===== src/rtl/fp_addsub_sched.sv =====
// fp_addsub_sched: shares one fixed-latency, fully pipelined single-precision
// add/sub unit between NUM_REQ requesters. A round-robin arbiter issues at most
// one op per cycle, a tag shift register routes each result back to its owner,
// and a drain FSM stops issue and reports when the pipeline is empty.
// Optional macro FP_SCHED_FIXED_PRIO_EN: fixed priority (lowest index wins)
// instead of round robin; the RR pointer is removed.
`timescale 1ns/1ps
module fp_addsub_sched #(
  parameter int NUM_REQ = 4,
  parameter int IDW     = 2,
  parameter int LATENCY = 7
) (
  input  logic                 clk,
  input  logic                 rst_n,
  input  logic [NUM_REQ-1:0]   req_valid,
  output logic [NUM_REQ-1:0]   req_ready,
  input  logic [32*NUM_REQ-1:0] req_dataa,
  input  logic [32*NUM_REQ-1:0] req_datab,
  input  logic [NUM_REQ-1:0]   req_sub,
  input  logic                 drain_req,
  output logic [31:0]          fpu_dataa,
  output logic [31:0]          fpu_datab,
  input  logic [31:0]          fpu_result,
  output logic [NUM_REQ-1:0]   resp_valid,
  output logic [IDW-1:0]       resp_id,
  output logic [31:0]          resp_data,
  output logic                 drained,
  output logic [3:0]           inflight
);

  typedef enum logic [1:0] {ST_RUN, ST_DRAIN, ST_HALT} state_t;

  state_t               r_state;
  state_t               w_state_nxt;

  logic [31:0]          w_a [NUM_REQ];
  logic [31:0]          w_b [NUM_REQ];

  logic [NUM_REQ-1:0]   w_grant;
  logic [IDW-1:0]       w_gnt_id;
  logic [IDW-1:0]       w_cand;
  logic                 w_found;
  logic                 w_accept;
  logic                 w_tag_out;

  logic [31:0]          r_fpu_a;
  logic [31:0]          r_fpu_b;
  logic [LATENCY-1:0]   r_tag_vld;
  logic [IDW-1:0]       r_tag_id [LATENCY];
  logic                 r_pend_vld;
  logic [IDW-1:0]       r_pend_id;
  logic [NUM_REQ-1:0]   r_resp_valid;
  logic [IDW-1:0]       r_resp_id;
  logic [31:0]          r_resp_data;
  logic [3:0]           r_inflight;

`ifndef FP_SCHED_FIXED_PRIO_EN
  logic [IDW-1:0]       r_ptr;
`endif

  for (genvar g = 0; g < NUM_REQ; g++) begin : g_unpack
    assign w_a[g] = req_dataa[32*g +: 32];
    assign w_b[g] = req_datab[32*g +: 32];
  end

  // Arbiter: pick the first valid requester after the pointer (or lowest index); only in RUN with no drain request
  always_comb begin
    w_grant  = '0;
    w_gnt_id = '0;
    w_cand   = '0;
    w_found  = 1'b0;
    if (r_state == ST_RUN && !drain_req) begin
      for (int unsigned k = 0; k < NUM_REQ; k++) begin
`ifdef FP_SCHED_FIXED_PRIO_EN
        w_cand = IDW'(k);
`else
        w_cand = IDW'((32'(r_ptr) + k + 32'd1) % 32'(NUM_REQ));
`endif
        if (!w_found && req_valid[w_cand]) begin
          w_found  = 1'b1;
          w_gnt_id = w_cand;
        end
      end
      if (w_found) begin
        w_grant = NUM_REQ'(1) << w_gnt_id;
      end
    end
  end

  assign w_accept  = w_found;
  assign w_tag_out = r_tag_vld[LATENCY-1];

`ifndef FP_SCHED_FIXED_PRIO_EN
  // Round-robin pointer remembers the last accepted requester
  always_ff @(posedge clk or negedge rst_n) begin
    if (!rst_n) begin
      r_ptr <= IDW'(NUM_REQ - 1);
    end else if (w_accept) begin
      r_ptr <= w_gnt_id;
    end
  end
`endif

  // Operand registers to the shared unit; B sign flipped for subtract
  always_ff @(posedge clk or negedge rst_n) begin
    if (!rst_n) begin
      r_fpu_a <= '0;
      r_fpu_b <= '0;
    end else if (w_accept) begin
      r_fpu_a <= w_a[w_gnt_id];
      r_fpu_b <= {w_b[w_gnt_id][31] ^ req_sub[w_gnt_id], w_b[w_gnt_id][30:0]};
    end
  end

  // Tag shift register tracks owner of each in-flight op, plus one pending stage aligned to fpu_result
  always_ff @(posedge clk or negedge rst_n) begin
    if (!rst_n) begin
      r_tag_vld  <= '0;
      r_pend_vld <= 1'b0;
      r_pend_id  <= '0;
      for (int unsigned k = 0; k < LATENCY; k++) begin
        r_tag_id[k] <= '0;
      end
    end else begin
      r_tag_vld   <= {r_tag_vld[LATENCY-2:0], w_accept};
      r_tag_id[0] <= w_gnt_id;
      for (int unsigned k = 1; k < LATENCY; k++) begin
        r_tag_id[k] <= r_tag_id[k-1];
      end
      r_pend_vld <= w_tag_out;
      r_pend_id  <= r_tag_id[LATENCY-1];
    end
  end

  // Response register: capture the unit result for the pending tag
  always_ff @(posedge clk or negedge rst_n) begin
    if (!rst_n) begin
      r_resp_valid <= '0;
      r_resp_id    <= '0;
      r_resp_data  <= '0;
    end else if (r_pend_vld) begin
      r_resp_valid <= NUM_REQ'(1) << r_pend_id;
      r_resp_id    <= r_pend_id;
      r_resp_data  <= fpu_result;
    end else begin
      r_resp_valid <= '0;
    end
  end

  // In-flight counter: up on accept, down when a valid tag leaves the last stage
  always_ff @(posedge clk or negedge rst_n) begin
    if (!rst_n) begin
      r_inflight <= '0;
    end else begin
      case ({w_accept, w_tag_out})
        2'b10:   r_inflight <= r_inflight + 4'd1;
        2'b01:   r_inflight <= r_inflight - 4'd1;
        default: r_inflight <= r_inflight;
      endcase
    end
  end

  // Drain FSM state register
  always_ff @(posedge clk or negedge rst_n) begin
    if (!rst_n) begin
      r_state <= ST_RUN;
    end else begin
      r_state <= w_state_nxt;
    end
  end

  // Drain FSM next-state: HALT only once no tag and no pending response remain
  always_comb begin
    w_state_nxt = r_state;
    case (r_state)
      ST_RUN: begin
        if (drain_req) w_state_nxt = ST_DRAIN;
      end
      ST_DRAIN: begin
        if (!drain_req)                             w_state_nxt = ST_RUN;
        else if (r_inflight == 4'd0 && !r_pend_vld) w_state_nxt = ST_HALT;
      end
      ST_HALT: begin
        if (!drain_req) w_state_nxt = ST_RUN;
      end
      default: w_state_nxt = ST_RUN;
    endcase
  end

  assign req_ready  = w_grant;
  assign fpu_dataa  = r_fpu_a;
  assign fpu_datab  = r_fpu_b;
  assign resp_valid = r_resp_valid;
  assign resp_id    = r_resp_id;
  assign resp_data  = r_resp_data;
  assign drained    = (r_state == ST_HALT);
  assign inflight   = r_inflight;

endmodule


===== config.mk =====
export PLATFORM = sky130hd
export DESIGN_NAME = fp_addsub_sched
export DESIGN_NICKNAME = d
export VERILOG_FILES = /design/src/rtl/fp_addsub_sched.sv
export SDC_FILE = /design/constraint.sdc
export NUM_CORES = 1
export LEC_CHECK = 0
export CORE_AREA = 2 2 159 161
export CTS_CLUSTER_DIAMETER = 100
export DETAILED_ROUTE_END_ITERATION = 10
export DIE_AREA = 0 0 161 163
export PLACE_DENSITY = 0.7
export SLEW_MARGIN = 5
export SYNTH_ARGS = -nofsm -noshare
export SYNTH_HDL_FRONTEND = slang
export SYNTH_SLANG_ARGS = --single-unit
export TNS_END_PERCENT = 100

===== constraint.sdc =====
create_clock -name clk -period 2.55 [get_ports clk]
set_input_delay 0.6375 -clock clk [delete_from_list [all_inputs] [get_ports clk]]
set_output_delay 0.6375 -clock clk [all_outputs]
set_load 0.005 [all_outputs]

## Word level (Yosys, flattened, before mapping)

Index checks and enable logic that the tools add are counted.

- Input bits: 299
- Output and inout bits: 111
- Bits in registers: 134

- $add $sub $neg: 8
- Magnitude comparators: 6
- Mux-type cells: 40
- Eq/ne operators: 7
- Bitwise gates (word level): 2
- Reduce and logical (&&, ||, !) cells: 14
- Shifts and indexed selects: 2

Operators by type and width:

| cell | count |
|---|---|
| binary-select mux 32 bit (select 2 bit) | 2 |
| 2-to-1 mux 32 bit | 4 |
| 2-to-1 mux 2 bit | 10 |
| < comparator 2 x 3 -> 1 bit (second input constant) | 5 |
| 2-to-1 mux 1 bit | 14 |
| 2-to-1 mux 4 bit | 3 |
| binary-select mux 1 bit (select 2 bit) | 5 |
| adder 2 x 1 -> 2 bit (second input constant) | 4 |
| one-hot mux 4 bit (2 select lines) | 1 |
| left shift 1 x 2 -> 4 bit (first input constant) | 2 |
| one-hot mux 2 bit (3 select lines) | 1 |
| logical AND 1 bit | 5 |
| zero test 1 bit | 5 |
| adder 2 bit (second input constant) | 2 |
| adder 4 x 1 -> 4 bit (second input constant) | 1 |
| equality test 2 x 1 -> 1 bit (second input constant) | 2 |
| equality test 2 bit (second input constant) | 2 |
| zero test 4 bit | 1 |
| inequality test 2 bit (second input constant) | 2 |
| subtractor 4 x 1 -> 4 bit (second input constant) | 1 |
| >= comparator 3 bit (second input constant) | 1 |
| inequality test 3 bit (second input constant) | 1 |
| NOT 2 -> 3 bit | 1 |
| AND reduction 3 bit | 1 |
| 3 further kinds | 3 |

## Depth between registers and ports, before layout

Gate-level depths: netlist (run 1).

- Depth after elaboration: 23
- Gate-level depth with buffers: 12

## Worst setup path after synthesis (run 1)

Ideal clock, no wire load.

- Kind: in2reg
- Start: input drain_req
- End: register r_inflight[2], in the netlist inflight[2]
- Data arrival time: 2770 ps
- Stages on the path: 12
- Buffers on the path: 3
- Slack: -347 ps
- Cells stage by stage: or3_1 -> a21o_1 -> clkbuf_1 -> clkbuf_1 -> buf_1 -> ha_1 -> xor2_1 -> ha_1 -> a21oi_1 -> xor2_1 -> nor2_1 -> xor2_1

- Cells in the longest elaborated chain, start to end: 5
- Elaborated cells on any way between the ends: 7

RTL lines:

| element | line | RTL |
|---|---|---|
| start, declared | 20 | `input logic drain_req,` |
| zero test 1 bit * | n/a |  |
| logical AND 1 bit * | 72 | `if (r_state == ST_RUN && !drain_req) begin` |
| 2-to-1 mux 1 bit * | 72 |  |
| equality test 2 x 1 -> 1 bit or equality test 2 bit (tied branches) | 155 | `case ({w_accept, w_tag_out})` |
| one-hot mux 4 bit (2 select lines) or nonzero test 2 bit (tied branches) | n/a |  |
| end signal, assigned | 156 | `2'b10: r_inflight <= r_inflight + 4'd1;` |
| end signal, assigned | 157 | `2'b01: r_inflight <= r_inflight - 4'd1;` |
| end signal, assigned | 158 | `default: r_inflight <= r_inflight;` |
| end, declared | 55 | `logic [3:0] r_inflight;` |

Mark *: on every way between the ends. The rest lies on a longest branch, timed or not.
A chain may end at the register's enable or synchronous reset.

## Final worst setup path (run 1)

- Start: input req_valid[0]
- End: output req_ready[2]

- Cells in the longest elaborated chain, start to end: 19
- Elaborated cells on any way between the ends: 30

RTL lines:

| element | line | RTL |
|---|---|---|
| start, declared | 15 | `input logic [NUM_REQ-1:0] req_valid,` |
| binary-select mux 1 bit (select 2 bit) | 79 | `if (!w_found && req_valid[w_cand]) begin` |
| 2-to-1 mux 1 bit (not written as such) | 79 |  |
| 2-to-1 mux 1 bit | 79 |  |
| 2-to-1 mux 1 bit | 72 |  |
| zero test 1 bit | 79 |  |
| logical AND 1 bit | 79 |  |
| 2-to-1 mux 1 bit | 79 |  |
| 2-to-1 mux 1 bit | 72 |  |
| (+3 left out) | n/a |  |
| 2-to-1 mux 1 bit | 72 |  |
| zero test 1 bit | 79 |  |
| logical AND 1 bit | 79 |  |
| 2-to-1 mux 2 bit | 79 |  |
| 2-to-1 mux 2 bit | 72 |  |
| left shift 1 x 2 -> 4 bit | 85 | `w_grant = NUM_REQ'(1) << w_gnt_id;` |
| 2-to-1 mux 4 bit * | 84 | `if (w_found) begin` |
| 2-to-1 mux 4 bit * | 72 |  |
| end, declared | 16 | `output logic [NUM_REQ-1:0] req_ready,` |

Mark *: on every way between the ends. The rest lies on a longest branch, timed or not. The select of a mux whose other input is x is not followed.

==> results of run 1 <==
-- Yosys cell counts, types with 14 or more instances --
| library cell | instances |
|---|---|
| a32oi_1 | 44 |
| dfrtp_1 | 132 |
| mux2_2 | 50 |
| a31oi_1 | 30 |
| mux2i_1 | 19 |
| and4_1 | 29 |
| o21ai_1 | 22 |
| buf_2 | 14 |
| nor3_1 | 19 |
| nand3_1 | 129 |
| clkbuf_1 | 57 |
| o2bb2ai_1 | 15 |
| o21ai_0 | 26 |
| a221o_1 | 19 |
| inv_1 | 30 |
-- worst paths after layout --
| path | end | slack, ns |
|---|---|---|
| max | req_ready[2] | 0.01 |
| min | resp_data[6] | 0.16 |
| max reg2reg | fpu_dataa[31] | 0.11 |
| min reg2reg | r_tag_id[3] | 0.34 |
| max in group asynchronous | resp_id[1] | 1.75 |
| min in group clk | r_tag_id[3] | 0.34 |
-- registers in the layout (all words and copies together) (netlist names) --
register / count
resp_data: 32
r_tag_id: 14
r_ptr: 2
fpu_datab: 32
resp_valid: 4
fpu_dataa: 32
resp_id: 2
r_pend_vld: 1
inflight: 4
r_tag_vld: 7
r_state: 2
r_pend_id: 2
-- cell usage in the layout (no fill, tap or decap), types with 22 or more instances in the layout --
cell type        netlist  final
a31oi_1               30     30
a32oi_1               44     44
and4_1                29     29
buf_4                  2     56
clkdlybuf4s50_1        0    399
dfrtp_1              132    132
inv_1                 30     30
mux2_2                50     50
nand3_1              129    128
o21ai_0               26     26
o21ai_1               22     22
-- cell families (layout without fill, tap and decap cells) --
logic type | count (synthesis) | in the layout | synth area share, %
AOI/OAI and AO/OA | 165 | 165 | 17.0
DFF | 134 | 134 | 47.2
buffers and inverters | 108 | 545 | 6.06
muxes | 72 | 72 | 11.1
adders and majority gates | 3 | 3 | 0.528
and+or+nand+nor | 216 | 217 | 17.0
xor gates and xnor gates | 9 | 9 | 1.11
-- layer usage --
layer  vias up  GRT usage (%)  routed length (um)  share of wire, %
li1       3551              -                   -                 -
met1      3663           26.1               12000                42
met2       336           36.8               14100                49
met3        32           5.30                2110               7.4
met4         0           6.09                 474               1.7
met5         -              0                   0                 0
-- repair_timing --
item                       CTS  global route
pin swaps                    4             7
setup endpoints to repair   38             6
hold endpoints to repair     0             0
gates cloned                 1             0
resized for setup           36            20
buffers inserted            15             5
-- power groups by stage --
stage	combinational, mW	sequential [mW]	clock, mW
after global placement	5.16	3.43	0
after detailed placement	5.23	3.45	0
final	5.41	3.44	2.44
after floorplan	2.26	3.40	0
after CTS	5.34	3.43	2.51
after global routing	5.83	3.54	2.59
-- critical path, cell delays in order --
cell and delay, ns:
clkdlybuf4s15_1 0.21, or2_4 0.29, a311oi_4 0.28, nand2_2 0.12
buf_6 0.15, nor2_4 0.10, buf_6 0.11
-- per-stage QoR --
step	setup TNS, ns	hold WS (ns)
floorplan	0	0.331
global placement	-26.96	0.331
finish	0	0.155
CTS	-0.0451	0.153
global route	-0.117	0.169
detailed placement	-30.03	0.335
-- cell type report --
type / instances / area [um2]
flip-flops and latches: 134 / 3360
fillers: 2225 / 11900
clock buffers: 18 / 429
inverters: 32 / 120
clock inverters: 14 / 149
multi-input cells: 466 / 3480
repair buffers: 481 / 4790
well taps: 330 / 413
==> metrics.cfg, run 1 <==
[outcome]
status=finished clean

[sta]
setup_viol=0
fin_crit_sh_pct=99.6
max_freq_mhz=394
fin_crit_ns=2.54
finClkSkew_ns=0.0143
max-slew-margin-rel_pct=59.0
hold_violations=0
rsz0062_at_grt=yes
finalWorstSetupSlack_ns=0.0103
tightestPinTransition_ns=0.615
slew_violations=0

[pwr]
peakVddDrop_mv=0.534
p_clk_share_pct=21.6
pwr-share-comb_pct=47.9
p_int_mw=7.38
p_leak_nw=5.19
powerDensity_nw_per_um2=886
power.total_mw=11.3
netSwitchingFraction_pct=34.6
power_switching_mw=3.91
pwr-share-seq_pct=30.5

[synthesis]
synth-edff-count=0
synthCells=707
netlist_area_um2=7110
synth_top_area_share_pct=46.5
yosysWarnings=0
ys_types=43
ys_ff_latch=134
avgSynthCellArea_um2=10.1
yosysSeqAreaShare_pct=47.2
synth.area.top_cells=dfrtp_1 (46%), nand3_1 (9.1%), mux2_2 (7.9%)
async_flop_share_pct=100
ys.flop_type=dfrtp_1
synth_top_cell_by_area=dfrtp_1
syn_nets=1009

[setup_path]
crit_fanout=4
path_class=in2out
reg2regPathDepth=6
required_ns=1.91
critPathLaunchType=input port
crit_path_end_kind=output port
critPathArrivalTime_ns=1.90
critPathLaunch=req_valid[0]
r2r-start=r_ptr[0]

[clock_tree]
clock-sinks=134
cts_tree=yes
cts-root-buf=clkbuf_16
cts_made_buffers=17
htreeDepth=4
hold_buffers=0
clk_pin_slew_ns=0.06
clock_path_buffers=2
clock_latency_ns=0.41

[placement]
port-buffer-count=409
gp_congestion=0.821
dp_hpwl_mm=20.7
place_inst=1424
pre_cts_slack_ns=-0.732
post_dp_cell_area_um2=11900

[route]
via_per_inst=5.14
drt_iter0_drc=316
dr.pass1.iters=5
postRouteAntennaNets=0
drt_wl_total_mm=28.7
routed-via-count=7582
wl_per_cell_um=19.4
drc_errors=0

[layout]
fin_util_pct=51.6
drive_gt1_share_pct=16.4
nets=1434
final_cell_area_um2=12700
antenna_cells=0
layout.cells.non_filler=1475
area_delta_synth_final_pct=79.2

[grt]
overflow=0
grt_pass1_wl_mm=43.0
grt_max_degree=61
grt_use_total_pct=21.2
antenna_found_initial=0
grt_pass1_vias=7502

[floorplan]
num_rows=58
ios=410
initial_core_util_pct=28.8
die-area_um2=26200
die_y_um=163
die_w_um=161
core_um2=24700

[flow_run]
max-cap-violations=0

[hold_path]
hold_path_class=in2async

No activity file was read; power rests on OpenSTA's default activity.
==> inputs of run 2 (changes only) <==
--- a/config.mk
+++ b/config.mk
@@ -5,6 +5,7 @@
 export SDC_FILE = /design/constraint.sdc
 export NUM_CORES = 1
 export LEC_CHECK = 0
+export CAP_MARGIN = 0
 export CORE_AREA = 2 2 159 161
 export CTS_CLUSTER_DIAMETER = 100
 export DETAILED_ROUTE_END_ITERATION = 10
==> results of run 2 <==
The final DEF is identical to that of run 1; final timing and power are the same.
==> patch 1: new RTL, settings of run 2 <==
The parameter `NUM_REQ` goes from 4 to 2.
--- a/src/rtl/fp_addsub_sched.sv
+++ b/src/rtl/fp_addsub_sched.sv
@@ -6,7 +6,7 @@
 // instead of round robin; the RR pointer is removed.
 `timescale 1ns/1ps
 module fp_addsub_sched #(
-  parameter int NUM_REQ = 4,
+  parameter int NUM_REQ = 2,
   parameter int IDW     = 2,
   parameter int LATENCY = 7
 ) (
Interface: changed (6 resized); port bits go from 410 to 274. No check against the original RTL was run, so the function may have changed too.
==> patch 1 against run 2 <==
  * First-iteration DRC count shrank 59%
  * Combinational power shrank 52%
  * Total power shrank 28%
  * Sequential cell count shrank 12
  * Sequential power shrank 14%
  * Design area shrank 32%
  * Routed wire length shrank 49%
  * Via count shrank 45%
  * Synthesized area shrank 32%
  * Critical path type unchanged
  * Synthesized cell count shrank 41%
  * Largest cell class is now registers
  * Largest power group is now registers
  * Global-route usage shrank 10 points
  * Worst setup slack gained 0.077 ns
==> patch 1: results (changes against run 2) <==
largest net degree at the start of global routing 89 (+46%); Ant. Diodes 1 (+1); crit path max fanout 5 (+1); status completed; static leakage 3.547 nW (-32%); Port Buffer Count 272 (-33%); Clock buf/inv share 0.07294 (+0.02756); Final Util 0.3490 (-0.1672); DRT Pass-1 Iters 4 (-1); Post-Route WL 14500 µm (-49%); Tot GR Track Use 0.1113 (-0.1003); DR WL met3 1583 µm (-25%); Worst Path Arrival 1.82 ns (-0.08 ns); multi-input gate count 260 (-44%); Layout Skew 0.005576 ns (-0.008690 ns); Placer Congestion 0.7217 (-12%); Cell Area, Placed 7983 µm² (-33%); slowest cell delay on critical path 0.45 ns (+0.16 ns); fraction of layout cells with a size suffix above 1 0.1264 (-0.03777); grt met3 use 0.05628 (+0.003310); initial DRC count 130 (-59%); buffering overhead 0.3348 (-0.04138); sequential share of the synthesized area 0.6282 (+0.1560); met2 GRT Util 0.1871 (-0.1805); nets 861 (-40%); comb pwr 2.59 mW (-52%); Synth Area in Compound Gates 0.1562 (-0.01404); final HPWL from detailed placement 10840 µm (-48%)
==> patch 1: changes by cell type after synthesis, sizes merged, moves of 17 or more <==
cell	change
mux2i	-17
nor3	-17
mux2	-19
a31oi	-30
o22ai	+63
o21ai	+18
clkbuf	-47
a32oi	-44
nand3	-129
and4	-29
nand2	+58
a221o	-19
inv	-31
==> patch 1: path summary, 6_finish.rpt <==
| check | to | from | cells past startpoint | slack (ns) |
|---|---|---|---|---|
| setup / recovery | req_ready[0] | drain_req | 6 | 0.09 |
| hold / removal | resp_data[28] | rst_n | 1 | 0.13 |
| setup reg to reg | inflight[3] | r_state[1] | 9 | 0.47 |
| hold reg to reg | r_pend_id[0] | r_tag_id[0] | 0 | 0.34 |
| max in group asynchronous | resp_data[21] | rst_n | 2 | 1.80 |
| min in group clk | r_pend_id[0] | r_tag_id[0] | 0 | 0.34 |
==> patch 1: what timing repair did <==
item | 4_1_cts | 5_1_grt
hold endpoints to repair | 0 | 0
setup endpoints to repair | 2 | 0
resized for setup | 2 | 0
hold buffers | 0 | 0
==> patch 2: new RTL, flow settings as in run 2 <==
Without the edit above. The 3 states of `state_t` get a one-hot encoding in 3 bits.
--- a/src/rtl/fp_addsub_sched.sv
+++ b/src/rtl/fp_addsub_sched.sv
@@ -28,7 +28,7 @@
   output logic [3:0]           inflight
 );
 
-  typedef enum logic [1:0] {ST_RUN, ST_DRAIN, ST_HALT} state_t;
+  typedef enum logic [2:0] {ST_RUN = 3'b001, ST_DRAIN = 3'b010, ST_HALT = 3'b100} state_t;
 
   state_t               r_state;
   state_t               w_state_nxt;
Formal check against the unedited RTL: no difference found for any inputs over 4 cycles, from zero or initial values and one cycle with rst_n low; so few cycles prove little.
==> patch 2 against run 2 <==
  * The flow now finishes with violations (setup timing)
  * Total power fell by 1.8%
  * Worst setup slack got worse by 0.11 ns
  * Clock skew is 0.0018 ns lower
  * Sequential cell count grew 1
  * Synthesized area decreased by 2.8%
  * Count of clock-buffer cells in the layout fell by 1
  * Global-route usage decreased by 3.5 points
  * Routed wire length is 17% lower
  * Design area decreased by 4.1%
  * Critical path type is now reg -> out
  * Largest cell class unchanged
  * Highest routed layer unchanged
==> patch 2: results (changes against run 2) <==
Synth Area in XOR/XNOR 0.01268 (+0.001585); Place WS -0.6311 ns (+0.1011 ns); Vias per Instance 4.592 (-11%); status complete, but fails checks; Slew headroom 0.4922 (-0.09766); first-pass GRT wire length 35320 µm (-18%); largest net degree at the start of global routing 51 (-16%); Tot GR Track Use 0.1768 (-0.03480); Placer Congestion 0.7869 (-4.2%); Layout Skew 0.01243 ns (-0.001839 ns); crit path max fanout 5 (+1); Synth Area in Compound Gates 0.1503 (-0.01994); Synth Area in Adders 0.005433 (+0.0001511); total number of vias 6016 (-21%); final worst slack -0.09693 ns (-0.1072 ns); final HPWL from detailed placement 17950 µm (-13%); final-report setup violation count 3 (+3); Cell Area, Placed 11520 µm² (-3.3%); static leakage 5.163 nW (-0.45%); Syn Inst Count 536 (-24%); Yosys cell types 37 (-14%); Post-synth top cells dfrtp_1 (132), mux2i_1 (127), nand2_1 (72); failing checks setup timing; Worst Path Arrival 2.01 ns (+0.11 ns); nets 1269 (-12%); sequential share of the synthesized area 0.4895 (+0.01731); fillcell total 2257 (+1.4%)
-- patch 2: cell type report --
| cell class | instances | area (µm²) | area share |
|---|---|---|---|
| timing repair buffer | 452 | 4437 | 0.3632 |
| sequential | 135 | 3382 | 0.2768 |
| multi-input combinational | 355 | 3352 | 0.2744 |
| clock buffer | 17 | 425.4 | 0.03482 |
| tap | 330 | 412.9 | 0.03380 |
| clock inverter | 15 | 185.2 | 0.01516 |
| inverter | 6 | 22.52 | 0.001844 |
-- patch 2: kinds of logic (layout without fill, tap and decap cells) --
group                      count (synthesis)  in the layout
buffers and inverters                     46            490
adders and majority gates                  3              3
muxes                                    162            162
DFF                                      135            135
and+or+nand+nor                           99             99
AOI/OAI and AO/OA                         81             81
xor gates and xnor gates                  10             10
-- patch 2: stage by stage --
step           TNS (ns)  hold WS [ns]
2_1_floorplan         0        0.3312
4_1_cts         -0.3357        0.1530
5_1_grt         -0.9488        0.1574
3_5_place_dp     -27.40        0.3347
6_report        -0.2594        0.1520
3_3_place_gp     -24.29        0.3313
-- patch 2: final timing paths --
kind / start / endpoint / slack [ns] / cells after the start
worst max-delay path: r_ptr[1] / req_ready[3] / -0.1 / 6
worst min-delay path: rst_n / r_state[2] / 0.15 / 1
worst max register to register: r_state[0] / inflight[2] / 0.16 / 11
worst min register to register: r_tag_id[3] / r_tag_id[1] / 0.35 / 0
max in group asynchronous: rst_n / fpu_datab[28] / 1.58 / 2
min in group clk: r_tag_id[3] / r_tag_id[1] / 0.35 / 0
-- patch 2: timing repair --
item | 4_1_cts | 5_1_grt
endpoints found under the setup margin | 9 | 11
pin swaps | 3 | 3
buffers inserted | 3 | 2
resized for setup | 30 | 4
-- patch 2: metal layers --
metal | vias to the layer above | GRT usage | share of wire
met5 | - | 0 | 0
li1 | 2864 | - | -
met2 | 264 | 0.3145 | 0.52
met3 | 27 | 0.05831 | 0.080
met4 | 0 | 0.04992 | 0.016
met1 | 2861 | 0.2032 | 0.39
-- patch 2: critical path: stages (launching register included) --
cell and delay [ns]:
dfstp_2 0.59, mux2_4 0.32, o32ai_4 0.11, or2_4 0.19, buf_6 0.10, and3_4 0.18
buf_6 0.10
-- patch 2: power by group --
part	leakage (nW)	total, mW	switching (mW)	internal (mW)
Sequential	1.67	3.45	0.502	2.95
Clock	0.286	2.47	1.15	1.32
Combinational	3.20	5.16	2.09	3.07
